## src/rtl/fetch_pkg.sv

```systemverilog
`default_nettype none
// ---------------------------------------------------------------------------
// fetch_pkg : shared types and constants for the instruction-fetch slice
// Revision  : 1.0
// ---------------------------------------------------------------------------
package fetch_pkg;

  localparam int          FETCH_ADDR_W = 32;
  localparam logic [31:0] INST_NOP     = 32'h0000_0013;
  localparam int          PC_STEP      = 4;

  typedef struct packed {
    logic [FETCH_ADDR_W-1:0] pc;
    logic [31:0]             inst;
  } fetch_entry_t;

endpackage
`default_nettype wire

```

## src/rtl/fetch_skid_fifo.sv

```systemverilog
`default_nettype none
// ---------------------------------------------------------------------------
// fetch_skid_fifo : small circular buffer of {pc, inst} entries with flush
// Revision        : 1.0
// ---------------------------------------------------------------------------
module fetch_skid_fifo
  import fetch_pkg::*;
#(
  parameter int DEPTH = 2
) (
  input  logic                       clk,
  input  logic                       reset,
  input  logic                       flush,
  input  logic                       push,
  input  fetch_entry_t               push_data,
  input  logic                       pop,
  output fetch_entry_t               head,
  output logic [$clog2(DEPTH+1)-1:0] count
);

  localparam int PTR_W = $clog2(DEPTH);
  localparam int CNT_W = $clog2(DEPTH+1);

  fetch_entry_t     r_mem [DEPTH];
  logic [PTR_W-1:0] r_head;
  logic [PTR_W-1:0] r_tail;
  logic [CNT_W-1:0] r_count;

  // Flush outranks push and pop: a redirect voids both in the same cycle.
  always_ff @(posedge clk) begin
    if (reset) begin
      r_head  <= '0;
      r_tail  <= '0;
      r_count <= '0;
      for (int i = 0; i < DEPTH; i++) begin
        r_mem[i] <= '0;
      end
    end else if (flush) begin
      r_head  <= '0;
      r_tail  <= '0;
      r_count <= '0;
    end else begin
      if (push) begin
        r_mem[r_tail] <= push_data;
        r_tail        <= r_tail + 1'b1;
      end
      if (pop) begin
        r_head <= r_head + 1'b1;
      end
      if (push && !pop) begin
        r_count <= r_count + 1'b1;
      end else if (pop && !push) begin
        r_count <= r_count - 1'b1;
      end
    end
  end

  assign head  = r_mem[r_head];
  assign count = r_count;

  a_no_overflow: assert property (@(posedge clk) disable iff (reset)
    !(push && !flush && (r_count == CNT_W'(DEPTH))));

  a_no_underflow: assert property (@(posedge clk) disable iff (reset)
    !(pop && !flush && (r_count == '0)));

endmodule
`default_nettype wire

```

## src/rtl/fetch_unit.sv

```systemverilog
`default_nettype none
// ---------------------------------------------------------------------------
// fetch_unit : PC sequencer for a 1-cycle synchronous ROM with skid buffer
// Revision   : 1.0
// ---------------------------------------------------------------------------
module fetch_unit
  import fetch_pkg::*;
#(
  parameter int                ADDR_W   = 32,
  parameter logic [ADDR_W-1:0] RESET_PC = 32'h0000_0000,
  parameter int                DEPTH    = 2
) (
  input  logic              clk,
  input  logic              reset,
  output logic [ADDR_W-1:0] imem_addr,
  input  logic [31:0]       imem_inst,
  input  logic              redirect_valid,
  input  logic [ADDR_W-1:0] redirect_pc,
  output logic              out_valid,
  input  logic              out_ready,
  output logic [ADDR_W-1:0] out_pc,
  output logic [31:0]       out_inst
);

  localparam int CNT_W = $clog2(DEPTH+1);

  logic [ADDR_W-1:0] r_pc;
  logic              r_inflight;
  logic [ADDR_W-1:0] r_inflight_pc;

  logic [ADDR_W-1:0] w_target;
  logic [CNT_W-1:0]  w_count;
  logic [CNT_W:0]    w_occ;
  logic              w_pop;
  logic              w_push;
  logic              w_issue;
  fetch_entry_t      w_push_entry;
  fetch_entry_t      w_head;
  logic              w_unused_bits;

  assign w_target      = {redirect_pc[ADDR_W-1:2], 2'b00};
  assign w_unused_bits = ^redirect_pc[1:0];

  assign imem_addr = reset          ? RESET_PC :
                     redirect_valid ? w_target : r_pc;

  assign out_valid = (w_count != '0) & ~redirect_valid;
  assign w_pop     = out_valid & out_ready;

  // Occupancy once this cycle settles; counting the pop keeps 1 instr/cycle.
  assign w_occ   = {1'b0, w_count}
                 + {{CNT_W{1'b0}}, r_inflight}
                 - {{CNT_W{1'b0}}, w_pop};
  assign w_issue = ~reset & (redirect_valid | (w_occ < (CNT_W+1)'(DEPTH)));

  assign w_push            = r_inflight & ~redirect_valid;
  assign w_push_entry.pc   = r_inflight_pc;
  assign w_push_entry.inst = imem_inst;

  always_ff @(posedge clk) begin
    if (reset) begin
      r_pc          <= RESET_PC;
      r_inflight    <= 1'b0;
      r_inflight_pc <= '0;
    end else if (w_issue) begin
      r_pc          <= imem_addr + ADDR_W'(PC_STEP);
      r_inflight    <= 1'b1;
      r_inflight_pc <= imem_addr;
    end else begin
      r_inflight    <= 1'b0;
    end
  end

  fetch_skid_fifo #(
    .DEPTH (DEPTH)
  ) u_skid (
    .clk       (clk),
    .reset     (reset),
    .flush     (redirect_valid),
    .push      (w_push),
    .push_data (w_push_entry),
    .pop       (w_pop),
    .head      (w_head),
    .count     (w_count)
  );

  assign out_pc   = w_head.pc;
  assign out_inst = w_head.inst;

endmodule
`default_nettype wire
```

## config.mk

```make
export PLATFORM = sky130hd
export DESIGN_NAME = fetch_unit
export DESIGN_NICKNAME = d
export VERILOG_FILES = /design/src/rtl/fetch_pkg.sv /design/src/rtl/fetch_skid_fifo.sv /design/src/rtl/fetch_unit.sv
export SDC_FILE = /design/constraint.sdc
export NUM_CORES = 1
export LEC_CHECK = 0
export BUFFER_PORTS_ARGS = -buffer_cell sky130_fd_sc_hd__buf_4
export CORE_ASPECT_RATIO = 1.75
export CORE_MARGIN = 10
export CORE_UTILIZATION = 59
export DETAILED_ROUTE_END_ITERATION = 10
export GPL_TIMING_DRIVEN = 0
export PLACE_DENSITY = 0.81
export SLEW_MARGIN = 20
export SYNTH_ARGS = -nofsm -noshare
export SYNTH_HDL_FRONTEND = slang
export SYNTH_SLANG_ARGS = --single-unit
```

## constraint.sdc

```tcl
create_clock -name clk -period 4.9 [get_ports clk]
set_clock_uncertainty 0.2 [all_clocks]
set_input_delay 0 -clock clk [delete_from_list [all_inputs] [get_ports clk]]
set_output_delay 0 -clock clk [all_outputs]
set_load 0.02 [all_outputs]
```

# After elaboration in Yosys (flattened, before gate mapping)

Memories as Yosys holds them, arrays and structs flattened. A register that Yosys moved wholly into a read port is not among the register bits.
Index checks and enable logic that the tools add are counted.
Widths: inputs -> output; s select.

Add/subtract/negate cells: 7
$lt $le $gt $ge: 1
Muxes and demuxes: 16
Bitwise logic cells: 7
Reductions and logical operators: 8

Operators by type and width:

| kind                  | count |
|---|---|
| $mux 32               | 2 |
| $mux 64               | 1 |
| $reduce_or 64->1      | 1 |
| $add 32x3->32 const B | 1 |
| $mux 1                | 11 |
| $and 1x1->1           | 4 |
| $mux 2                | 2 |
| $reduce_bool 2->1     | 2 |
| $add 2x1->3           | 1 |
| $lt 3x2->1 const B    | 1 |
| $sub 3x1->3           | 1 |
| $add 1x1->1 const B   | 2 |
| $add 2x1->2 const B   | 1 |
| $logic_and 1x1->1     | 2 |
| $logic_not 1->1       | 2 |
| $not 1->1             | 2 |
| $reduce_or 2->1       | 1 |
| $sub 2x1->2 const B   | 1 |
| $or 1x1->1            | 1 |

Bits in registers: 69
RAM bits: 128
Bits of input ports: 68
Output and inout port bits: 97
Logic and storage cells: 46
Memories: 1

Memories:

| memory       | words | width | read ports | clocked after Yosys merged registers in | write ports | RTL line              | source |
|---|---|---|---|---|---|---|---|
| u_skid.r_mem | 2     | 64    | 1          | 1                                       | 2           | fetch_skid_fifo.sv:24 | `fetch_entry_t r_mem [DEPTH];` |

# Logic depth before layout (Yosys ltp)

Gate-level depths: netlist (run 1).

Depth after elaboration: 8
Mapped depth: 17
Gate-level depth less buffers: 12

# By module

Synthesis (run 1) repeated with hierarchy kept, for this count alone.

Cells, all modules: 855
Area, all modules: 9626.7 µm²

By module, submodules not included:

| module          | instances | cells an instance | area an instance (µm²) |
|---|---|---|---|
| fetch_skid_fifo | 1         | 379               | 5873.1 |
| fetch_unit      | 1         | 476               | 3753.6 |

# Worst setup path after synthesis (run 1)

No wires, ideal clock.

Path type: input port to flip-flop
Start: in redirect_valid
End: reg r_inflight_pc[6]
Arrival time: 3168 ps
Required time: 4641 ps
Slack: 1473 ps
Stages on the path: 17
Buffers on the path: 7
Path through: buf_6 -> buf_6 -> buf_4 -> buf_2 -> a21oi_1 -> nand2_1 -> inv_1 -> ha_1 -> inv_1 -> fa_1 -> xnor2_1 -> o21ba_2 -> clkbuf_1 -> clkbuf_1 -> buf_1 -> nand3b_1 -> nand2_1

Word-level cells in the longest chain between the ends: 7

RTL lines:

| element              | RTL line              | source |
|---|---|---|
| from (decl)          | fetch_unit.sv:17      | `input logic redirect_valid,` |
| $not 1->1            | fetch_unit.sv:47      | `assign out_valid = (w_count != '0) & ~redirect_valid;` |
| $and 1x1->1          | fetch_unit.sv:47      |  |
| named net out_valid  | fetch_unit.sv:19      | `output logic out_valid,` |
| $and 1x1->1          | fetch_unit.sv:48      | `assign w_pop = out_valid & out_ready;` |
| named net u_skid.pop | fetch_skid_fifo.sv:16 | `input logic pop,` |
| $sub 3x1->3          | fetch_unit.sv:53      | `- {{CNT_W{1'b0}}, w_pop};` |
| $lt 3x2->1           | fetch_unit.sv:54      | `assign w_issue = ~reset & (redirect_valid \| (w_occ < (CNT_W+1)'(DEPTH)));` |
| $or 1x1->1           | fetch_unit.sv:54      |  |
| $and 1x1->1          | fetch_unit.sv:54      |  |
| to (signal assigned) | fetch_unit.sv:68      | `r_inflight_pc <= imem_addr;` |
| to (decl)            | fetch_unit.sv:29      | `logic [ADDR_W-1:0] r_inflight_pc;` |

The timed path passes the listed nets, and every way through them passes these cells.
A chain may end at the register's enable or synchronous reset.

# Final worst setup path (run 1)

Start: reg u_skid.r_count[1], in the netlist u_skid.count[1]
End: reg r_pc[12]

Word-level cells in the longest chain between the ends: 7

RTL lines:

| element                | RTL line              | source |
|---|---|---|
| from (decl)            | fetch_skid_fifo.sv:27 | `logic [CNT_W-1:0] r_count;` |
| from (signal assigned) | fetch_skid_fifo.sv:51 | `r_count <= r_count + 1'b1;` |
| from (signal assigned) | fetch_skid_fifo.sv:53 | `r_count <= r_count - 1'b1;` |
| $reduce_bool 2->1      | fetch_unit.sv:47      |  |
| $and 1x1->1            | fetch_unit.sv:47      |  |
| $and 1x1->1            | fetch_unit.sv:48      |  |
| named net u_skid.pop   | fetch_skid_fifo.sv:16 |  |
| $sub 3x1->3            | fetch_unit.sv:53      |  |
| $lt 3x2->1             | fetch_unit.sv:54      |  |
| $or 1x1->1             | fetch_unit.sv:54      |  |
| $and 1x1->1            | fetch_unit.sv:54      |  |
| to (signal assigned)   | fetch_unit.sv:66      | `r_pc <= imem_addr + ADDR_W'(PC_STEP);` |
| to (decl)              | fetch_unit.sv:27      | `logic [ADDR_W-1:0] r_pc;` |

The timed path passes the listed nets, and every way through them passes these cells.

==> flow_summary.html, run 1 <==
<table>
<tr><th>Metric</th><th>Value</th></tr>
<tr><th colspan="2">Yosys</th></tr>
<tr><td>Compound-Gate Fraction of Synth Area</td><td>5.621%</td></tr>
<tr><td>Synth Register Bits</td><td>196</td></tr>
<tr><td>Synthesized cell area</td><td>0.009438 mm2</td></tr>
<tr><td>Post-synth EDFFs</td><td>128</td></tr>
<tr><td>Mean post-synth cell area</td><td>11.29 um2</td></tr>
<tr><td>Post-Syn Nets</td><td>908</td></tr>
<tr><td>Post-synth cell types</td><td>56</td></tr>
<tr><td>Fraction of synthesized area in multiplexers</td><td>11.31%</td></tr>
<tr><td>Simple-gate share of the synthesized area</td><td>22.66%</td></tr>
<tr><td>Adder and majority gate portion of the synthesized area</td><td>0.6098%</td></tr>
<tr><td>Yosys synthesis warning count</td><td>0</td></tr>
<tr><td>Top FF cell, synth</td><td>edfxtp_1</td></tr>
<tr><td>Top cells by area in the synthesized netlist</td><td>edfxtp_1, dfxtp_1, and2_1, mux2_2, mux2i_1</td></tr>
<tr><td>Number of instances in the synthesized netlist</td><td>836</td></tr>
<tr><td>Sequential cell area fraction in the yosys report</td><td>55.15%</td></tr>
<tr><td>Portion of synthesized cell area occupied by the leading cell type</td><td>40.73%</td></tr>
<tr><td>Dominant cell type by area after synthesis</td><td>edfxtp_1</td></tr>
<tr><td>Xor/xnor share of the synthesized area</td><td>1.578%</td></tr>
<tr><td>Dominant combinational cell family by area after synthesis</td><td>simple AND/OR/NAND/NOR gates</td></tr>
<tr><td>Share of synthesized flip-flops with an asynchronous set or reset</td><td>0%</td></tr>
<tr><th colspan="2">Timing</th></tr>
<tr><td>Number of max-slew violations in the final report</td><td>0</td></tr>
<tr><td>Achievable Freq</td><td>0.2129 GHz</td></tr>
<tr><td>Measured slew at the worst slew-check pin</td><td>0.7159 ns</td></tr>
<tr><td>Post-layout minimum cycle time</td><td>4.696 ns</td></tr>
<tr><td>Unrepaired setup endpoints after global routing</td><td>false</td></tr>
<tr><td>Share of the clock period used by the worst path after layout</td><td>95.84%</td></tr>
<tr><td>Max-slew headroom</td><td>52.28%</td></tr>
<tr><td>Hold Violations, Final</td><td>0</td></tr>
<tr><td>Final sum of negative setup slack</td><td>0 ns</td></tr>
<tr><td>Finish-stage setup viols</td><td>0</td></tr>
<tr><td>Hold slack final</td><td>0.05846 ns</td></tr>
<tr><th colspan="2">Placement</th></tr>
<tr><td>Count of buffers inserted at the top-level ports</td><td>160</td></tr>
<tr><td>Total half-perimeter wirelength after legalization and detailed placement</td><td>18.09 mm</td></tr>
<tr><td>DP Cell Count</td><td>1187</td></tr>
<tr><td>Placer congestion estimate</td><td>0.9453</td></tr>
<tr><td>Placed cell area</td><td>0.01093 mm2</td></tr>
<tr><th colspan="2">Clocking</th></tr>
<tr><td>Maximum buffer depth of the clock tree</td><td>2</td></tr>
<tr><td>Clock root buffer</td><td>clkbuf_16</td></tr>
<tr><td>Clock H-tree levels</td><td>4</td></tr>
<tr><td>Clock latency of the later-clocked register in the worst-skew pair</td><td>0.43 ns</td></tr>
<tr><td>Buffers inserted during post-CTS setup optimization</td><td>0</td></tr>
<tr><td>PostCTS Resize Cnt</td><td>0</td></tr>
<tr><td>CTS Buf Count</td><td>17</td></tr>
<tr><td>Clock-pin slew on the worst setup and hold paths</td><td>0.07 ns</td></tr>
<tr><td>Hold bufs inserted after CTS</td><td>70</td></tr>
<tr><td>TritonCTS Sinks</td><td>196</td></tr>
<tr><td>TritonCTS clock tree</td><td>done</td></tr>
<tr><th colspan="2">Routing</th></tr>
<tr><td>Drc violations</td><td>0</td></tr>
<tr><td>Antenna-violating nets left</td><td>0</td></tr>
<tr><td>Detailed-route via count</td><td>7405</td></tr>
<tr><td>Average detailed-routed wire length per instance</td><td>20.00 um</td></tr>
<tr><td>Vias per cell</td><td>5.745</td></tr>
<tr><td>Total length of routed wires</td><td>25.78 mm</td></tr>
<tr><td>Starting DRC count in detailed routing</td><td>426</td></tr>
<tr><td>Number of detailed-route iterations in the first pass</td><td>6</td></tr>
<tr><th colspan="2">Hold path</th></tr>
<tr><td>Type of the worst min-delay path</td><td>input pin to flop</td></tr>
<tr><th colspan="2">Power</th></tr>
<tr><td>Sequential share of power</td><td>49.5%</td></tr>
<tr><td>Reported net switching power</td><td>0.001010 W</td></tr>
<tr><td>Clock share of power</td><td>34.5%</td></tr>
<tr><td>Share of total power consumed by net switching</td><td>26.01%</td></tr>
<tr><td>Pwr Density</td><td>318.8 mW/mm2</td></tr>
<tr><td>Share of total power in combinational logic</td><td>16.0%</td></tr>
<tr><td>P_leak</td><td>5.035 nW</td></tr>
<tr><td>Post-layout total power</td><td>0.003886 W</td></tr>
<tr><td>VDD IR max</td><td>248.0 uV</td></tr>
<tr><td>Int Pwr</td><td>0.002875 W</td></tr>
<tr><th colspan="2">Critical path</th></tr>
<tr><td>Startpoint class of the critical path</td><td>flop</td></tr>
<tr><td>Critical path launch point</td><td>u_skid.count[1]</td></tr>
<tr><td>Worst flop-to-flop path startpoint</td><td>u_skid.count[1]</td></tr>
<tr><td>Depth of the worst register-to-register path</td><td>13</td></tr>
<tr><td>Critical Path AT</td><td>4.81 ns</td></tr>
<tr><td>Worst setup slack for register-to-register paths</td><td>0.20 ns</td></tr>
<tr><td>Critical-path maximum fanout</td><td>10</td></tr>
<tr><td>Critical Path End Type</td><td>flop</td></tr>
<tr><td>Critical register-to-register path endpoint</td><td>r_pc[12]</td></tr>
<tr><td>Required time of the critical path</td><td>5.02 ns</td></tr>
<tr><td>Critical path class</td><td>flop to flop</td></tr>
<tr><td>Worst setup endpoint</td><td>r_pc[12]</td></tr>
<tr><th colspan="2">Global route</th></tr>
<tr><td>Maximum number of pins on one net before global-route repair</td><td>38</td></tr>
<tr><td>Number of global-route vias before repair</td><td>7578</td></tr>
<tr><td>Met2 usage</td><td>42.59%</td></tr>
<tr><td>First-pass GRT wire length</td><td>40.36 mm</td></tr>
<tr><td>GR met1 Demand/Resource</td><td>24.77%</td></tr>
<tr><td>Antenna violations before repair</td><td>0</td></tr>
<tr><td>Overall fraction of global-route tracks in use</td><td>23.69%</td></tr>
<tr><td>Residual overflow from global routing</td><td>0</td></tr>
<tr><td>Met3 Usage GRT</td><td>4.335%</td></tr>
<tr><td>Layer carrying the most global-route usage</td><td>met2</td></tr>
<tr><th colspan="2">Floorplanning</th></tr>
<tr><td>Die H</td><td>187.3 um</td></tr>
<tr><td>Total I/O pin count</td><td>165</td></tr>
<tr><td>Die width</td><td>115.6 um</td></tr>
<tr><td>Effective utilization at floorplan</td><td>59.74%</td></tr>
<tr><td>Total die area</td><td>0.02165 mm2</td></tr>
<tr><td>Core area</td><td>0.01580 mm2</td></tr>
<tr><td>Row count</td><td>61</td></tr>
<tr><th colspan="2">Flow run</th></tr>
<tr><td>Number of max-cap violations</td><td>0</td></tr>
<tr><th colspan="2">Run status</th></tr>
<tr><td>Run status</td><td>finished, final reports clean</td></tr>
<tr><th colspan="2">Cells and area</th></tr>
<tr><td>Area of combinational cells with multiple inputs</td><td>0.003953 mm2</td></tr>
<tr><td>Ratio of cells with drive above 1 in the final layout</td><td>26.09%</td></tr>
<tr><td>Fill cell instance count of the final layout</td><td>1119</td></tr>
<tr><td>Area overhead of the layout relative to synthesis</td><td>29.14%</td></tr>
<tr><td>Fin area</td><td>0.01219 mm2</td></tr>
<tr><td>Post-layout instance count excluding filler cells</td><td>1289</td></tr>
<tr><td>Nets@finish</td><td>1159</td></tr>
<tr><td>Antenna Diode Count</td><td>0</td></tr>
<tr><td>Sequential cell area</td><td>0.005205 mm2</td></tr>
</table>
[cell usage after synthesis (11+ instances only)]
| library cell | n |
|---|---|
| a211oi_1 | 17 |
| and2_1 | 134 |
| buf_1 | 11 |
| clkbuf_1 | 30 |
| dfxtp_1 | 68 |
| edfxtp_1 | 128 |
| mux2_2 | 66 |
| mux2i_1 | 31 |
| nand2_1 | 71 |
| nand3_1 | 24 |
| nand3b_1 | 34 |
| nor2_1 | 73 |
| nor4_1 | 14 |
| xor2_1 | 12 |
[stage by stage]
| step | setup slack [ns] | util (%) |
|---|---|---|
| final | 0.2036 | 77.14 |
| after global routing | 0.04672 | 77.14 |
| after CTS | 0.2898 | 77.14 |
| after detailed placement | 0.7767 | 69.15 |
| after global placement | 0.4488 | 68.84 |
| after floorplan | 1.473 | - |
[state kept, by name (all words and copies together), names as in the netlist, named ones only]
register	cells
r_inflight	1
u_skid.r_mem	128
u_skid.r_head	1
r_inflight_pc	30
r_pc	32
u_skid.r_tail	1
u_skid.count	2
[power groups by stage]
stage,logic [W],registers (W),clock network [W]
floorplan,0.000341,0.00194,0
global placement,0.000559,0.00195,0
detailed placement,0.000573,0.00196,0
CTS,0.000620,0.00192,0.00135
global route,0.000668,0.00193,0.00142
finish,0.000623,0.00192,0.00134
[kinds of logic (layout without fill, tap and decap cells)]
family,Yosys count,in the layout
XOR/XNOR,17,17
AO/OA/AOI/OAI,70,70
multiplexers,98,98
flip-flops,196,196
buffers and inverters,63,327
adder cells (fa/ha/maj),4,4
AND/OR/NAND/NOR,388,388
[worst max-delay path: stages (launching register included)]
cell	delay, ns
dfxtp_1	0.39
inv_1	0.10
a21oi_1	0.27
nand2_1	0.21
inv_1	0.10
ha_1	0.23
nor2b_1	0.14
fa_1	0.47
o21bai_1	0.53
clkbuf_1	0.46
nand3_1	0.12
dlygate4sd3_1	0.60
o211a_1	0.22
dlygate4sd3_1	0.56
[cells in the final DEF (no fill, tap or decap), types with 4 or more instances in the layout]
master / count
edfxtp_1: 128
inv_1: 9
nor3_1: 10
dlygate4sd3_1: 70
mux2i_1: 31
xnor2_1: 5
buf_1: 11
o31a_1: 7
or3_1: 5
nand2_1: 71
buf_4: 161
nor4_1: 14
and2_1: 134
nor2_1: 73
nand4_1: 5
o21ai_0: 9
clkbuf_16: 18
nand3b_1: 34
clkinv_2: 4
a22oi_1: 4
mux2_2: 66
buf_6: 4
buf_2: 7
a21oi_1: 9
clkbuf_1: 33
xor2_1: 12
dfxtp_1: 68
a211oi_1: 17
nand3_1: 24
[area by class of cell]
cell class                      instances  area share (%)
Sequential cell                       196           42.71
Multi-Input combinational cell        577           32.43
Timing Repair Buffer                  232           15.93
Clock buffer                           21           3.788
Buffer                                 54           2.105
Tap cell                              189           1.940
Clock inverter                         11          0.8213
Inverter                                9          0.2772
[worst min-delay path by stage]
stage | startpoint | slack [ns] | to | cells past startpoint
2_1_floorplan | redirect_pc[16] | -0.05 | r_inflight_pc[16] | 2
3_3_place_gp | imem_inst[4] | 0.09 | u_skid.r_mem[0][4] | 2
3_5_place_dp | imem_inst[12] | 0.09 | u_skid.r_mem[1][12] | 2
4_1_cts | redirect_pc[5] | 0.04 | r_inflight_pc[5] | 5
5_1_grt | redirect_pc[5] | 0.09 | r_inflight_pc[5] | 5
6_report | redirect_pc[5] | 0.06 | r_inflight_pc[5] | 5
[metal layers]
metal | up-vias | share of wire (%)
met4 | 0 | 4.5
met3 | 78 | 5.8
met5 | - | 0
met2 | 313 | 54
li1 | 3483 | -
met1 | 3531 | 36
Note: power is estimated with default switching activity, not from simulation.
==> run 2: changes to the inputs <==
- HOLD_SLACK_MARGIN: not set -> 0.05
- RECOVER_POWER: not set -> 50
==> flow_summary.html, run 2 (synthesis results as in run 1) <==
<table>
<tr><th>Metric</th><th>Value</th></tr>
<tr><th colspan="2">Routing</th></tr>
<tr><td>Vias per cell</td><td>5.703 (was 5.745)</td></tr>
<tr><td>Drc violations</td><td>0 (unchanged)</td></tr>
<tr><td>Average detailed-routed wire length per instance</td><td>20.04 um (was 20.00 um)</td></tr>
<tr><td>Number of detailed-route iterations in the first pass</td><td>5 (was 6)</td></tr>
<tr><td>Starting DRC count in detailed routing</td><td>435 (was 426)</td></tr>
<tr><td>Detailed-route via count</td><td>7380 (was 7405)</td></tr>
<tr><td>Total length of routed wires</td><td>25.94 mm (was 25.78 mm)</td></tr>
<tr><td>Antenna-violating nets left</td><td>0 (unchanged)</td></tr>
<tr><th colspan="2">Timing</th></tr>
<tr><td>Hold Violations, Final</td><td>0 (unchanged)</td></tr>
<tr><td>Measured slew at the worst slew-check pin</td><td>0.6937 ns (was 0.7159 ns)</td></tr>
<tr><td>Share of the clock period used by the worst path after layout</td><td>96.03% (was 95.84%)</td></tr>
<tr><td>Worst-case setup margin in the final layout</td><td>0.1945 ns (was 0.2036 ns)</td></tr>
<tr><td>Post-layout minimum cycle time</td><td>4.705 ns (was 4.696 ns)</td></tr>
<tr><td>Number of max-slew violations in the final report</td><td>0 (unchanged)</td></tr>
<tr><td>Hold slack final</td><td>0.08504 ns (was 0.05846 ns)</td></tr>
<tr><td>Unrepaired setup endpoints after global routing</td><td>false (unchanged)</td></tr>
<tr><td>Max-slew headroom</td><td>53.75% (was 52.28%)</td></tr>
<tr><td>Final sum of negative setup slack</td><td>0 ns (unchanged)</td></tr>
<tr><td>Achievable Freq</td><td>0.2125 GHz (was 0.2129 GHz)</td></tr>
<tr><td>Finish-stage setup viols</td><td>0 (unchanged)</td></tr>
<tr><th colspan="2">Floorplanning</th></tr>
<tr><td>Die width</td><td>115.6 um (unchanged)</td></tr>
<tr><td>Effective utilization at floorplan</td><td>59.74% (unchanged)</td></tr>
<tr><td>Total die area</td><td>0.02165 mm2 (unchanged)</td></tr>
<tr><td>Core area</td><td>0.01580 mm2 (unchanged)</td></tr>
<tr><td>Die H</td><td>187.3 um (unchanged)</td></tr>
<tr><td>Total I/O pin count</td><td>165 (unchanged)</td></tr>
<tr><td>Row count</td><td>61 (unchanged)</td></tr>
<tr><th colspan="2">Clocking</th></tr>
<tr><td>Clock-pin slew on the worst setup and hold paths</td><td>0.08 ns (was 0.07 ns)</td></tr>
<tr><td>Clock H-tree levels</td><td>4 (unchanged)</td></tr>
<tr><td>CTS Buf Count</td><td>17 (unchanged)</td></tr>
<tr><td>Clock latency of the later-clocked register in the worst-skew pair</td><td>0.43 ns (about the same)</td></tr>
<tr><td>TritonCTS clock tree</td><td>done (unchanged)</td></tr>
<tr><td>Buffers inserted during post-CTS setup optimization</td><td>0 (unchanged)</td></tr>
<tr><td>Maximum buffer depth of the clock tree</td><td>2 (unchanged)</td></tr>
<tr><td>Clock root buffer</td><td>clkbuf_16 (unchanged)</td></tr>
<tr><td>PostCTS Resize Cnt</td><td>0 (unchanged)</td></tr>
<tr><td>TritonCTS Sinks</td><td>196 (unchanged)</td></tr>
<tr><th colspan="2">Cells and area</th></tr>
<tr><td>Fill cell instance count of the final layout</td><td>1208 (was 1119)</td></tr>
<tr><td>Registers with the most flip-flops</td><td>u_skid.r_mem x128, r_pc x32, r_inflight_pc x30 (unchanged)</td></tr>
<tr><td>Register name with the most flops</td><td>u_skid.r_mem (unchanged)</td></tr>
<tr><td>Sequential cell area</td><td>0.005205 mm2 (unchanged)</td></tr>
<tr><td>Antenna Diode Count</td><td>0 (unchanged)</td></tr>
<tr><td>Area overhead of the layout relative to synthesis</td><td>26.95% (was 29.14%)</td></tr>
<tr><td>Leading cell types in the layout, fill and taps excluded</td><td>edfxtp_1, clkbuf_1, buf_4, and2_0, dlygate4sd3_1 (was buf_4, and2_1, edfxtp_1, nor2_1, nand2_1)</td></tr>
<tr><td>Most common cell after layout, fill and taps aside</td><td>edfxtp_1 (was buf_4)</td></tr>
<tr><td>Nets@finish</td><td>1164 (was 1159)</td></tr>
<tr><td>Area of combinational cells with multiple inputs</td><td>0.003953 mm2 (unchanged)</td></tr>
<tr><td>Max reg flops</td><td>128 (unchanged)</td></tr>
<tr><td>Ratio of cells with drive above 1 in the final layout</td><td>19.37% (was 26.09%)</td></tr>
<tr><th colspan="2">Global route</th></tr>
<tr><td>Antenna violations before repair</td><td>0 (unchanged)</td></tr>
<tr><td>First-pass GRT wire length</td><td>40.46 mm (was 40.36 mm)</td></tr>
<tr><td>Overall fraction of global-route tracks in use</td><td>23.78% (was 23.69%)</td></tr>
<tr><td>Residual overflow from global routing</td><td>0 (unchanged)</td></tr>
<tr><td>Number of global-route vias before repair</td><td>7633 (was 7578)</td></tr>
<tr><td>Maximum number of pins on one net before global-route repair</td><td>38 (unchanged)</td></tr>
<tr><th colspan="2">Critical path</th></tr>
<tr><td>Critical path class</td><td>flop to flop (unchanged)</td></tr>
<tr><td>CP dominant cell by count</td><td>inv_1</td></tr>
<tr><td>Critical Path End Type</td><td>flop (unchanged)</td></tr>
<tr><td>Critical path launch point</td><td>u_skid.count[1] (unchanged)</td></tr>
<tr><td>Startpoint class of the critical path</td><td>flop (unchanged)</td></tr>
<tr><td>Cell Chain, Critical Path</td><td>inv_1 -&gt; a21oi_1 -&gt; nand2_1 -&gt; inv_1 -&gt; ha_1 -&gt; inv_1 -&gt; fa_1 -&gt; xnor2_1 -&gt; o21ba_2 -&gt; clkbuf_1 -&gt; clkbuf_1 -&gt; nor3_1 -&gt; nand3b_1 -&gt; dlygate4sd3_1 -&gt; nand3_1 -&gt; dlygate4sd3_1 (was inv_1 -&gt; a21oi_1 -&gt; nand2_1 -&gt; inv_1 -&gt; ha_1 -&gt; nor2b_1 -&gt; fa_1 -&gt; o21bai_1 -&gt; clkbuf_1 -&gt; nand3_1 -&gt; dlygate4sd3_1 -&gt; o211a_1 -&gt; dlygate4sd3_1)</td></tr>
<tr><td>Worst flop-to-flop path startpoint</td><td>u_skid.count[1] (unchanged)</td></tr>
<tr><td>Crit path max-delay cell type</td><td>dlygate4sd3_1 (unchanged)</td></tr>
<tr><td>Worst setup slack for register-to-register paths</td><td>0.19 ns (was 0.20 ns)</td></tr>
<tr><td>Buffer and inverter count on the worst path</td><td>7 (was 5)</td></tr>
<tr><td>Cell family contributing the most delay on the critical path</td><td>buffers and inverters (unchanged)</td></tr>
<tr><td>Critical Path AT</td><td>4.83 ns (was 4.81 ns)</td></tr>
<tr><td>Stage delay of the slowest cell on the critical path</td><td>0.56 ns (was 0.60 ns)</td></tr>
<tr><td>Required time of the critical path</td><td>5.02 ns (about the same)</td></tr>
<tr><td>Critical-path maximum fanout</td><td>10 (unchanged)</td></tr>
<tr><th colspan="2">Placement</th></tr>
<tr><td>Count of buffers inserted at the top-level ports</td><td>160 (unchanged)</td></tr>
<tr><td>Placer congestion estimate</td><td>0.9453 (unchanged)</td></tr>
<tr><td>Total half-perimeter wirelength after legalization and detailed placement</td><td>18.09 mm (unchanged)</td></tr>
<tr><td>Worst slack after detailed placement</td><td>0.7767 ns (unchanged)</td></tr>
<tr><th colspan="2">Hold path</th></tr>
<tr><td>Type of the worst min-delay path</td><td>input pin to flop (unchanged)</td></tr>
<tr><td>Hold path startpoint</td><td>redirect_valid (was redirect_pc[5])</td></tr>
<tr><th colspan="2">Flow run</th></tr>
<tr><td>Number of max-cap violations</td><td>0 (unchanged)</td></tr>
<tr><th colspan="2">Run status</th></tr>
<tr><td>Run status</td><td>finished, final reports clean (unchanged)</td></tr>
<tr><th colspan="2">Power</th></tr>
<tr><td>Pwr Density</td><td>321.8 mW/mm2 (was 318.8 mW/mm2)</td></tr>
<tr><td>VDD IR max</td><td>249.6 uV (was 248.0 uV)</td></tr>
<tr><td>P_leak</td><td>4.699 nW (was 5.035 nW)</td></tr>
<tr><td>Post-layout total power</td><td>0.003855 W (was 0.003886 W)</td></tr>
</table>
## run 2: cell types whose count changed in the layout (fill, tap and decap cells not counted), sizes merged
cell / change
clkbuf: +71
dlygate4sd3: +5
buf: -71
## run 2: timing repair
action	CTS	global route
endpoints found under the setup margin	0	0
endpoints found under the hold margin	127	0
hold buffers	75	0
## run 2: final timing paths
kind	to	depth (start not counted)
worst max-delay path	r_pc[19]	16
worst min-delay path	r_inflight_pc[5]	5
worst max register to register	r_pc[19]	16
worst min register to register	r_inflight_pc[7]	2
## run 2: per-stage QoR
step,utilization (%),cells,cell area [um2]
after floorplan,-,836,9438
after global routing,75.84,1294,11980
after CTS,77.46,1294,12240
final,75.84,1294,11980
after global placement,68.84,1185,10880
after detailed placement,69.15,1187,10930
## run 2: tightest hold or removal path, stage by stage
cell and delay [ns]:
buf_6 0.12, mux2i_1 0.15, nor2_1 0.26, nand2_1 0.08
nand2_1 0.07
## run 2: report_power, final
part | switching (W) | internal [W] | total (W) | leakage (nW)
registers | 0.0000535 | 0.00187 | 0.00192 | 1.90
logic | 0.000353 | 0.000239 | 0.000591 | 2.52
clock network | 0.000607 | 0.000734 | 0.00134 | 0.281
## run 2: layout make-up
| cell class | instances | area share, % |
|---|---|---|
| clock inverter | 11 | 0.8354 |
| buffer | 54 | 2.130 |
| multi-input combinational | 577 | 32.99 |
| sequential | 196 | 43.44 |
| timing repair buffer | 237 | 14.49 |
| inverter | 9 | 0.2820 |
| clock buffer | 21 | 3.853 |
| tap | 189 | 1.974 |
## run 2: routing by layer
layer,routed length [um],vias up,GRT usage [%]
li1,-,3488,-
met1,9584,3537,24.81
met2,13970,292,43.03
met3,1392,63,4.592
met4,991,0,12.63
met5,0,-,0
